[src/rtl/router_pkt_fifo.sv]
// router_pkt_fifo
// Packet-aware synchronous FIFO for one router output channel. Each stored
// word is {lfd, data}; the lfd bit lets the read side rebuild packet
// boundaries (sop_out/eop_out) and flag framing errors (frame_err).
//
// Ports:
//   clk, reset (sync, active-high), soft_reset (sync flush, second priority)
//   write_enb, lfd_state, data_in : write side
//   read_enb                      : read request
//   data_out, data_valid, sop_out, eop_out : registered read results
//   empty, full, almost_full, count : occupancy (flags decoded from count)
//   pkt_count                     : headers stored and not yet read
//   overflow_err, frame_err       : one-cycle error pulses
//
// Handshake: a write is accepted when write_enb && (!full || a read is
// accepted in the same cycle); a rejected write pulses overflow_err and
// changes nothing. A read is accepted when read_enb && !empty; a read on
// empty is ignored silently. Accepted reads show up on data_out with
// data_valid one cycle later.
module router_pkt_fifo #(
   parameter int DATA_W   = 8,
   parameter int DEPTH    = 16,
   parameter int AF_LEVEL = DEPTH - 2
) (
   input  logic                     clk,
   input  logic                     reset,
   input  logic                     soft_reset,
   input  logic                     write_enb,
   input  logic                     lfd_state,
   input  logic [DATA_W-1:0]        data_in,
   input  logic                     read_enb,
   output logic [DATA_W-1:0]        data_out,
   output logic                     data_valid,
   output logic                     sop_out,
   output logic                     eop_out,
   output logic                     empty,
   output logic                     full,
   output logic                     almost_full,
   output logic [$clog2(DEPTH):0]   count,
   output logic [$clog2(DEPTH):0]   pkt_count,
   output logic                     overflow_err,
   output logic                     frame_err
);

   localparam int AW    = $clog2(DEPTH);
   localparam int CW    = AW + 1;
   localparam int LEN_W = DATA_W - 2;

   localparam logic [CW-1:0]  DEPTH_C = CW'(DEPTH);
   localparam logic [CW-1:0]  AF_C    = CW'(AF_LEVEL);
   localparam logic [CW-1:0]  CNT_ONE = CW'(1);
   localparam logic [AW-1:0]  PTR_ONE = AW'(1);
   localparam logic [LEN_W:0] RC_ONE  = (LEN_W+1)'(1);

   // Storage is not cleared by reset; only pointers and counters are.
   logic [DATA_W:0] mem_q [DEPTH];

   logic [AW-1:0]     wr_ptr_q, wr_ptr_d;
   logic [AW-1:0]     rd_ptr_q, rd_ptr_d;
   logic [CW-1:0]     count_q, count_d;
   logic [CW-1:0]     pkt_cnt_q, pkt_cnt_d;
   logic [LEN_W:0]    rd_cnt_q, rd_cnt_d;   // words left in current packet
   logic [DATA_W-1:0] data_out_q, data_out_d;
   logic              dv_q, dv_d;
   logic              sop_q, sop_d;
   logic              eop_q, eop_d;
   logic              ovf_q, ovf_d;
   logic              ferr_q, ferr_d;

   logic              flush;
   logic              rd_acc, wr_acc;
   logic [DATA_W:0]   rd_word;
   logic              rd_lfd;

   assign flush   = reset | soft_reset;
   assign empty   = (count_q == '0);
   assign full    = (count_q == DEPTH_C);
   assign almost_full = (count_q >= AF_C);

   assign rd_acc  = read_enb & ~empty;
   assign wr_acc  = write_enb & (~full | rd_acc);
   assign rd_word = mem_q[rd_ptr_q];
   assign rd_lfd  = rd_word[DATA_W];

   always_comb begin
      wr_ptr_d   = wr_ptr_q;
      rd_ptr_d   = rd_ptr_q;
      count_d    = count_q;
      pkt_cnt_d  = pkt_cnt_q;
      rd_cnt_d   = rd_cnt_q;
      data_out_d = data_out_q;
      dv_d       = 1'b0;
      sop_d      = 1'b0;
      eop_d      = 1'b0;
      ferr_d     = 1'b0;
      ovf_d      = write_enb & ~wr_acc;

      if (wr_acc) wr_ptr_d = wr_ptr_q + PTR_ONE;
      if (rd_acc) rd_ptr_d = rd_ptr_q + PTR_ONE;

      case ({wr_acc, rd_acc})
         2'b10:   count_d = count_q + CNT_ONE;
         2'b01:   count_d = count_q - CNT_ONE;
         default: count_d = count_q;
      endcase

      case ({wr_acc & lfd_state, rd_acc & rd_lfd})
         2'b10:   pkt_cnt_d = pkt_cnt_q + CNT_ONE;
         2'b01:   pkt_cnt_d = pkt_cnt_q - CNT_ONE;
         default: pkt_cnt_d = pkt_cnt_q;
      endcase

      if (rd_acc) begin
         data_out_d = rd_word[DATA_W-1:0];
         dv_d       = 1'b1;
         if (rd_lfd) begin
            // Header: remaining words = payload_len + parity.
            rd_cnt_d = (LEN_W+1)'(rd_word[DATA_W-1:2]) + RC_ONE;
            sop_d    = 1'b1;
            ferr_d   = (rd_cnt_q != '0);
         end else if (rd_cnt_q != '0) begin
            rd_cnt_d = rd_cnt_q - RC_ONE;
            eop_d    = (rd_cnt_q == RC_ONE);
         end else begin
            // Orphan word outside any packet.
            ferr_d   = 1'b1;
         end
      end
   end

   always_ff @(posedge clk) begin
      if (wr_acc && !flush) mem_q[wr_ptr_q] <= {lfd_state, data_in};
   end

   always_ff @(posedge clk) begin
      if (flush) begin
         wr_ptr_q   <= '0;
         rd_ptr_q   <= '0;
         count_q    <= '0;
         pkt_cnt_q  <= '0;
         rd_cnt_q   <= '0;
         data_out_q <= '0;
         dv_q       <= 1'b0;
         sop_q      <= 1'b0;
         eop_q      <= 1'b0;
         ovf_q      <= 1'b0;
         ferr_q     <= 1'b0;
      end else begin
         wr_ptr_q   <= wr_ptr_d;
         rd_ptr_q   <= rd_ptr_d;
         count_q    <= count_d;
         pkt_cnt_q  <= pkt_cnt_d;
         rd_cnt_q   <= rd_cnt_d;
         data_out_q <= data_out_d;
         dv_q       <= dv_d;
         sop_q      <= sop_d;
         eop_q      <= eop_d;
         ovf_q      <= ovf_d;
         ferr_q     <= ferr_d;
      end
   end

   assign data_out     = data_out_q;
   assign data_valid   = dv_q;
   assign sop_out      = sop_q;
   assign eop_out      = eop_q;
   assign count        = count_q;
   assign pkt_count    = pkt_cnt_q;
   assign overflow_err = ovf_q;
   assign frame_err    = ferr_q;

endmodule

[config.mk]
export PLATFORM = sky130hd
export DESIGN_NAME = router_pkt_fifo
export DESIGN_NICKNAME = d
export VERILOG_FILES = /design/src/rtl/router_pkt_fifo.sv
export SDC_FILE = /design/constraint.sdc
export NUM_CORES = 1
export LEC_CHECK = 0
export ABC_AREA = 1
export CORE_UTILIZATION = 49
export CTS_CLUSTER_DIAMETER = 50
export DETAILED_ROUTE_END_ITERATION = 16
export GPL_TIMING_DRIVEN = 1
export PLACE_DENSITY_LB_ADDON = 0.12
export REMOVE_ABC_BUFFERS = 1
export SYNTH_ARGS = -nofsm -noshare
export SYNTH_HDL_FRONTEND = slang
export SYNTH_SLANG_ARGS = --single-unit
[constraint.sdc]
create_clock -name clk -period 2.7 [get_ports clk]
set_input_delay 0.405 -clock clk [delete_from_list [all_inputs] [get_ports clk]]
set_output_delay 0.405 -clock clk [all_outputs]
set_load 0.02 [all_outputs]
# Word level (Yosys, flattened, before mapping)
# Memories as Yosys holds them, arrays and structs flattened. A register that Yosys moved wholly into a read port is not among the register bits.
# Cells that the tools add are included.
word_totals:
  regBits: 38
  mem_bits_rw: 144
  inputBits: 14
  out_inout_bits: 26
  wordCells: 61
  mem_count: 1
op_classes:
  n_addsub: 8
  n_lt_le_gt_ge: 1
  eq_ne: 6
  n_mux: 12
  n_bitwise: 12
  reduce_logical: 10
memory_table:
  columns: ["memory", "depth", "width", "rd", "rd_ports_with_merged_regs", "write_ports", "line", "rtl"]
  rows:
  - ["mem_q", 16, 9, 1, 1, 1, "56", "logic [DATA_W:0] mem_q [DEPTH];"]
op_table:
  columns: ["operator", "n"]
  rows:
  - ["case mux 5 bit (2 select lines)", 2]
  - ["2-to-1 mux 7 bit", 2]
  - ["adder 5 x 1 -> 5 bit (second input constant)", 2]
  - ["subtractor 5 x 1 -> 5 bit (second input constant)", 2]
  - ["adder 4 x 1 -> 4 bit (second input constant)", 2]
  - ["2-to-1 mux 4 bit", 2]
  - ["adder 6 x 1 -> 7 bit (second input constant)", 1]
  - ["== test 7 x 1 -> 1 bit (second input constant)", 1]
  - ["nonzero test 7 bit", 1]
  - ["subtractor 7 x 1 -> 7 bit (second input constant)", 1]
  - ["2-to-1 mux 1 bit", 6]
  - ["nonzero test 2 bit", 3]
  - ["AND 1 bit", 5]
  - ["== test 5 bit (second input constant)", 1]
  - ["greater-or-equal comparator 5 x 4 -> 1 bit (second input constant)", 1]
  - ["zero test 5 bit", 1]
  - ["NOT 1 bit", 5]
  - ["== test 2 x 1 -> 1 bit (second input constant)", 2]
  - ["== test 2 bit (second input constant)", 2]
  - ["OR reduction 4 bit", 1]
  - ["OR 1 bit", 2]
  - ["AND reduction 2 bit", 1]
  - ["OR reduction 2 bit", 1]
  - ["logical AND 1 bit", 1]
  - ["zero test 1 bit", 1]

# Longest topological paths before layout
# Gate-level depths: netlist (run 1).
logic_depth:
  ltp_word: 8
  mapped_depth: 23
  ltp_nobuf: 21

# Least setup slack after synthesis (run 1)
# Ideal clock, no wire load.
synth_timing:
  kind: "flip-flop to flip-flop"
  startpoint: "reg count_q[0], in the netlist count[0]"
  endpoint: "reg pkt_cnt_q[4], in the netlist pkt_count[4]"
  setup_ns: 0.129
  arrival_ns: 2.696
  required_ns: 2.571
  setup_slack_ns: -0.125
  path_stages_with_launch: 20
  n_path_buf: 1
  synth_period_minus_slack_ns: 2.825
  cell_sequence: "dfxtp_1 > nor2_1 > nand2_1 > nor2_1 > inv_1 > nand2_1 > buf_2 > nor2_1 > ha_1 > xor2_1 > ha_1 > a21o_1 > nand2_1 > nand2_1 > a21oi_1 > inv_1 > o21ai_0 > a21oi_1 > o21ai_0 > a21oi_1"
synth_between:
  elab_chain_cells: 8
  word_cells_on_any_way: 13
  classes_between: "eq/ne: 3; mux: 1; bitwise: 7; reduce/logical: 2"
synth_rtl:
  columns: ["item", "line", "rtl"]
  rows:
  - ["start, declared", "60", "logic [CW-1:0] count_q, count_d;"]
  - ["start signal, assigned", "151", "count_q <= count_d;"]
  - ["zero test 5 bit (*)", "76", "assign empty = (count_q == '0);"]
  - ["via empty", "36", "output logic empty,"]
  - ["NOT 1 bit (*)", "80", "assign rd_acc = read_enb & ~empty;"]
  - ["AND 1 bit (*)", "80", null]
  - ["OR 1 bit", "81", "assign wr_acc = write_enb & (~full | rd_acc);"]
  - ["AND 1 bit", "81", null]
  - ["AND 1 bit", "107", "case ({wr_acc & lfd_state, rd_acc & rd_lfd})"]
  - ["== test 2 x 1 -> 1 bit / == test 2 bit (equally long branches)", "107", null]
  - ["case mux 5 bit (2 select lines) / nonzero test 2 bit (equally long branches)", null, null]
  - ["end signal, assigned", "152", "pkt_cnt_q <= pkt_cnt_d;"]
  - ["end, declared", "61", "logic [CW-1:0] pkt_cnt_q, pkt_cnt_d;"]
# Mark *: on every way through the listed nets, which the timed path passes. The rest lies on a longest branch.
# A chain may end at the register's enable or synchronous reset.

==> results of run 1 <==
per-layer routing:
layer	track usage (%)	up-vias	part of all wire [%]
met5	0	-	0
met4	8.519	0	1.7
met3	3.827	24	3.9
met2	37.13	151	48
met1	31.28	2814	46
li1	-	2805	-
what timing repair did:
item / in CTS / in global routing
resized for setup: 4 / 17
endpoints found under the setup margin: 1 / 2
setup buffers: 1 / 2
pin swaps: 0 / 5
registers in the layout (all words and copies together), names as in the netlist, named ones only:
signal and flops:
rd_cnt_q 7, overflow_err 1, sop_out 1, frame_err 1, pkt_count 5, count 5, mem_q 144, data_out 8
eop_out 1, data_valid 1, rd_ptr_q 4, wr_ptr_q 4
cell usage in the layout, fill, tap and decap left out, drive strengths merged:
cell type / instances
a21o: 1
a21oi: 17
a31o: 1
a31oi: 3
buf: 50
bufinv: 2
clkbuf: 19
clkdlybuf4s50: 39
clkinv: 5
clkinvlp: 3
dfxtp: 42
edfxtp: 144
fa: 1
ha: 16
inv: 84
nand2: 162
nand3: 72
nand4: 3
nor2: 102
nor3: 3
nor4: 1
o211ai: 17
o21ai: 60
o21bai: 3
o221ai: 7
o22ai: 4
or2: 1
xnor2: 4
xor2: 6
power breakdown:
group	switching (W)	internal (W)
clock	0.00105	0.00136
combinational	0.000366	0.000214
sequential	0.0000286	0.00311
total	0.00144	0.00468
final cells by class:
type	instances	area, sq um	share of cell area (%)
inverters	83	314.1	3.298
clock inverters	11	122.6	1.288
flip-flops and latches	186	5172	54.32
repair buffers	89	765.7	8.041
clock buffers	19	432.9	4.546
multi-input cells	484	2445	25.67
well taps	216	270.3	2.838
path summary, 6_finish.rpt:
check | start | end | slack (ps) | depth (start not counted)
worst max-delay path | flop | pkt_count[4]$_SDFFE_PP0P_ | 80 | 21
worst min-delay path | pkt_count[4]$_SDFFE_PP0P_ | pkt_count[4]$_SDFFE_PP0P_ | 470 | 1
worst max register to register | flop | pkt_count[4]$_SDFFE_PP0P_ | 80 | 21
worst min register to register | pkt_count[4]$_SDFFE_PP0P_ | pkt_count[4]$_SDFFE_PP0P_ | 470 | 1
cell families (layout without fill, tap and decap cells):
group                      after synthesis  in the layout
adders and majority gates               17             17
xor gates and xnor gates                10             10
buffers and inverters                  117            202
and+or+nand+nor                        344            344
DFF                                    186            186
AOI/OAI and AO/OA                      113            113
metrics by stage:
stage,hold slack [ps],power (W)
global route,506.1,0.006314
CTS,467.0,0.006134
finish,468.3,0.006121
global placement,445.8,0.003751
floorplan,459.7,0.003524
detailed placement,445.8,0.003768
critical path, cell delays in order, from the launching register on:
cell,delay [ps]
dfxtp_4,390
inv_4,70
nor2_1,110
nor2_1,60
o21ai_1,80
o211ai_1,100
o211ai_1,100
nand2_1,110
inv_2,80
nor2_2,40
ha_2,190
xor2_2,150
ha_2,180
a21o_1,170
nand2_1,70
nand2_1,60
a21oi_2,150
inv_2,60
o21ai_2,120
a21oi_2,50
o21ai_1,140
a21oi_1,50
==> results.yml, run 1 <==
synthesis:
  synth_compound_area_share_pct: 8.345
  syn_area_sq_um: 8112
  synth_seq_cells: 186
  syn_inst: 787
  synth.most_common_cell: "nand2_1"
  synth_top_area_cell: "edfxtp_1"
  yosys.area_share.adder_pct: 2.715
  synth_top_family_by_area: "simple AND/OR/NAND/NOR gates"
  synth_simple_gate_area_share_pct: 17.54
  synth_top_area_share_pct: 53.31
  avgSynthCellArea_sq_um: 10.31
  seq_area_frac_synth_pct: 63.67
  synth_common_cells: "nand2_1, edfxtp_1, nor2_1"
  synth_edf_count: 144
  ys.flop_type: "edfxtp_1"
  async_flop_share_pct: 0
  synth_area_leaders: "edfxtp_1, dfxtp_1, nand2_1, nor2_1, nand3_1"
  synth_cell_type_count: 40
  yosysWarningCount: 0
  muxShareOfSynthArea_pct: 0
  synth_xor_xnor_area_share_pct: 1.080
pwr:
  p_leak_nw: 3.750
  ir_drop_mv: 0.4751
  power.density_nw_per_um2: 642.8
final_layout:
  nets: 892
  area_growth_pct: 17.40
  fill_cells: 1351
  post-route-util_pct: 59.52
  postLayoutCellArea_sq_um: 9523
  layout-drive-gt1-share_pct: 12.39
  layout.cells.non_filler: 1088
  n_antenna_cell: 0
timing:
  max_clock_freq_mhz: 382.0
  fin_setup_tns_ps: 0
  finalWorstSetupSlack_ps: 82.29
  max_slew_margin_pct: 55.88
  post-route-min-period_ps: 2618
  rsz0062_at_grt: "yes"
  final_max_slew_viol_count: 0
  setup_viol: 0
  tightest_slew_ps: 659.7
  fin_crit_sh_pct: 96.95
  finClkSkew_ps: 6.636
  hold_viol: 0
clocking:
  clk_latency_ps: 420
  htreeDepth: 4
  numClockSinks: 186
  clk_pin_slew_ps: 60
  cts_tree: "built"
  hold_buffers: 0
  cts_buffers: 17
  cts_root_buf: "clkbuf_16"
  cts_buffer_depth: 2
floorplan:
  ios: 40
  dieArea_sq_um: 17070
  die_h_um: 130.7
  die_w_um: 130.7
  core_area_sq_um: 16000
  rows: 46
  initial_core_util_pct: 50.70
setup_path:
  cp.arrival_ps: 2930
  worstPathMaxFanout: 10
  critPathRequiredTime_ps: 3020
  critPathKind: "flop to flop"
  end_kind: "flop"
  start_kind: "flop"
worst_hold_path:
  worstHoldPathType: "flop to flop"
placement:
  dp.cells: 1055
  port_buffers: 39
  dpl_worst_slack_ps: -104.3
  detailed_place.area_sq_um: 8901
  place_congestion: 0.8188
  hpwl_um: 12220
routing:
  num_vias: 5794
  drt_iter0_drc: 537
  wl_per_cell_um: 17.14
  drt-pass1-iter-count: 5
  antenna_left: 0
  drc: 0
  avgViaCountPerCell: 5.325
  drt-total-wl_um: 18650
job:
  max-cap-violations: 0
global_routing:
  antenna_found_initial: 0
  grt_usage_pct: 22.95
  grt_overflow_total: 0
  grt_pass1_vias: 5518
  grt_max_degree: 36
  grt_pass1_wl_um: 28780
status:
  outcome: "completed"
Note: power is estimated with default switching activity, not from simulation.
==> inputs of run 2 (changes only) <==
--- a/config.mk
+++ b/config.mk
@@ -6,9 +6,11 @@
 export NUM_CORES = 1
 export LEC_CHECK = 0
 export ABC_AREA = 1
+export CAP_MARGIN = 20
 export CORE_UTILIZATION = 49
 export CTS_CLUSTER_DIAMETER = 50
 export DETAILED_ROUTE_END_ITERATION = 16
+export DONT_BUFFER_PORTS = 1
 export GPL_TIMING_DRIVEN = 1
 export PLACE_DENSITY_LB_ADDON = 0.12
 export REMOVE_ABC_BUFFERS = 1
==> run 2 against run 1 <==
Against the previous run:
- register-to-register slack worse by 130 ps
- sequential share of layout area grew 1.1 points
- the flow now finishes with violations (negative setup slack)
- hold slack worse by 410 ps
- routed wire length up 0.45%
- via count decreased by 0.33%
- count of clock-buffer cells in the layout fell by 2
- die area did not move
- cell count down 2.0%
- largest cell class unchanged
- utilization decreased by 1.2 points
==> results.yml, run 2 (same netlist as run 1, synthesis figures left out) <==
placement:
  place_congestion: 0.8258
  dp.cells: 1025
  port_buffers: 0
  dpl_worst_slack_ps: -159.8
  detailed_place.area_sq_um: 8578
  hpwl_um: 12270
job:
  max-cap-violations: 0
status:
  outcome: "finished, violations left"
  violations: "negative setup slack"
setup_path:
  worst_path_largest_cell_delay_ps: 370
  worstPathMaxFanout: 4
  worstReg2RegEnd: "pkt_count[4]$_SDFFE_PP0P_"
  path_buf_inv: 4
  r2r.worst_path.cells: 20
  cp_top_family: "compound AO/OA/AOI/OAI gates"
  end_kind: "flop"
  cp.arrival_ps: 3070
  start_kind: "flop"
  worstPathCellList: "buf_6, buf_4, nor2_4, o22ai_1, o211ai_1, nand2_1, inv_2, nor2_4, ha_4, xor2_2, ha_2, a21o_1, nand2_1, nand2_1, a21oi_2, inv_2, o21ai_2, a21oi_2, o21ai_1, a21oi_1"
  cp_common_cell: "nand2_1"
  critPathRequiredTime_ps: 3020
  rrSetupSlack_ps: -50
  critPathKind: "flop to flop"
  crit_path_top_delay_cell: "dfxtp_4"
clocking:
  htreeDepth: 4
  cts_root_buf: "clkbuf_16"
  cts_buffer_depth: 2
  cts_buffers: 17
  clk_pin_slew_ps: 70
  numClockSinks: 186
  clk_latency_ps: 440
  hold_buffers: 0
  cts_tree: "built"
final_layout:
  largest_reg_flops: 144
  fill_cells: 1368
  layout.cells.non_filler: 1066
  nets: 868
  post-route-util_pct: 58.28
  postLayoutCellArea_sq_um: 9325
  top_register: "mem_q"
  layout-drive-gt1-share_pct: 15.29
  area_growth_pct: 14.96
  final_common_cell: "nand2_1"
  layout_common_cells: "nand2_1, edfxtp_1, nor2_1"
  n_antenna_cell: 0
pwr:
  p_leak_nw: 3.714
  power.density_nw_per_um2: 656.1
  p_clk_share_pct: 40.1
  ir_drop_mv: 0.4904
  power_frac_seq_pct: 51.5
  power_switching_w: 0.001458
  p_sw_share_pct: 23.83
  p_comb_share_pct: 8.4
  finalPower_w: 0.006118
  p_int_w: 0.004660
routing:
  drc: 0
  drt-pass1-iter-count: 6
  avgViaCountPerCell: 5.417
  num_vias: 5775
  wl_per_cell_um: 17.57
  drt_iter0_drc: 465
  antenna_left: 0
  drt-total-wl_um: 18730
floorplan:
  rows: 46
  dieArea_sq_um: 17070
  core_area_sq_um: 16000
  initial_core_util_pct: 50.70
  die_h_um: 130.7
  ios: 40
  die_w_um: 130.7
global_routing:
  grt_pass1_vias: 5614
  grt_overflow_total: 0
  grt_max_degree: 38
  antenna_found_initial: 0
  grt_usage_pct: 23.57
  grt_pass1_wl_um: 29360
worst_hold_path:
  worstHoldPathType: "input pin to flop"
  hp-start: "lfd_state"
  min_to: "mem_q[0][8]$_DFFE_PP_"
  hold_path_depth: 0
timing:
  fin_crit_sh_pct: 101.7
  max_clock_freq_mhz: 364.1
  max_slew_margin_pct: 67.78
  tightest_slew_ps: 481.5
  post-route-min-period_ps: 2746
  hold_viol: 0
  final_max_slew_viol_count: 0
  rsz0062_at_grt: "yes"
  setup_viol: 1
  finalWorstSetupSlack_ps: -46.37
  finClkSkew_ps: 10.48
## run 2: cell types whose count changed in the layout (fill, tap and decap cells not counted), sizes merged
cell,change
buf,+15
clkbuf,-2
clkinvlp,+1
inv,-1
clkinv,+4
clkdlybuf4s50,-39
## run 2: worst register-to-register path, stage by stage, from the launching register on
cell and delay, ps:
dfxtp_4 370, buf_6 120, buf_4 130, nor2_4 90, o22ai_1 80, o211ai_1 220
nand2_1 120, inv_2 90, nor2_4 40, ha_4 160, xor2_2 150, ha_2 190
a21o_1 170, nand2_1 70, nand2_1 60, a21oi_2 140, inv_2 60, o21ai_2 140
a21oi_2 50, o21ai_1 140, a21oi_1 50
## run 2: repair_timing
| action | CTS | global route |
|---|---|---|
| endpoints found under the hold margin | 0 | 0 |
| gates resized for setup | 7 | 25 |
| pin swaps | 1 | 11 |
| buffers inserted | 3 | 6 |
| endpoints found under the setup margin | 1 | 3 |
## run 2: through the flow
stage	TNS (ps)	hold WS, ps
2_1_floorplan	-16030	459.7
3_3_place_gp	-14.07	485.1
3_5_place_dp	-159.8	492.1
4_1_cts	0	51.71
5_1_grt	-314.1	42.24
6_report	-46.37	61.62
## run 2: cell type report
cell class,instances,area (sq um),area share [%]
sequential,186,5170,55.44
multi-input combinational,484,2477,26.57
timing repair buffer,65,511.7,5.488
clock buffer,17,425.4,4.562
inverter,83,319.1,3.421
tap,216,270.3,2.898
clock inverter,15,151.4,1.624
## run 2: how the worst max path moves through the flow
stage / end / depth (start not counted) / slack, ps
2_1_floorplan: pkt_count[4]$_SDFFE_PP0P_ / 21 / -1860
5_1_grt: pkt_count[4]$_SDFFE_PP0P_ / 20 / -250
4_1_cts: pkt_count[4]$_SDFFE_PP0P_ / 21 / 10
6_report: pkt_count[4]$_SDFFE_PP0P_ / 20 / -50
3_5_place_dp: pkt_count[4]$_SDFFE_PP0P_ / 19 / -160
3_3_place_gp: pkt_count[4]$_SDFFE_PP0P_ / 19 / -10
## run 2: routing by layer
layer  up-vias  global-route usage (%)  share of wire, %
met5         -                       0                 0
met4         0                   8.925               2.0
met3        24                   4.682               5.3
met2       163                   37.57                48
met1      2828                   32.00                45
li1       2760                       -                 -
## run 2: power by group through the flow
stage	registers, W	clock network (W)	logic, W
after CTS	0.00315	0.00248	0.000486
after global placement	0.00321	0	0.000464
after floorplan	0.00323	0	0.000293
after global routing	0.00315	0.00259	0.000572
final	0.00315	0.00245	0.000514
after detailed placement	0.00322	0	0.000476
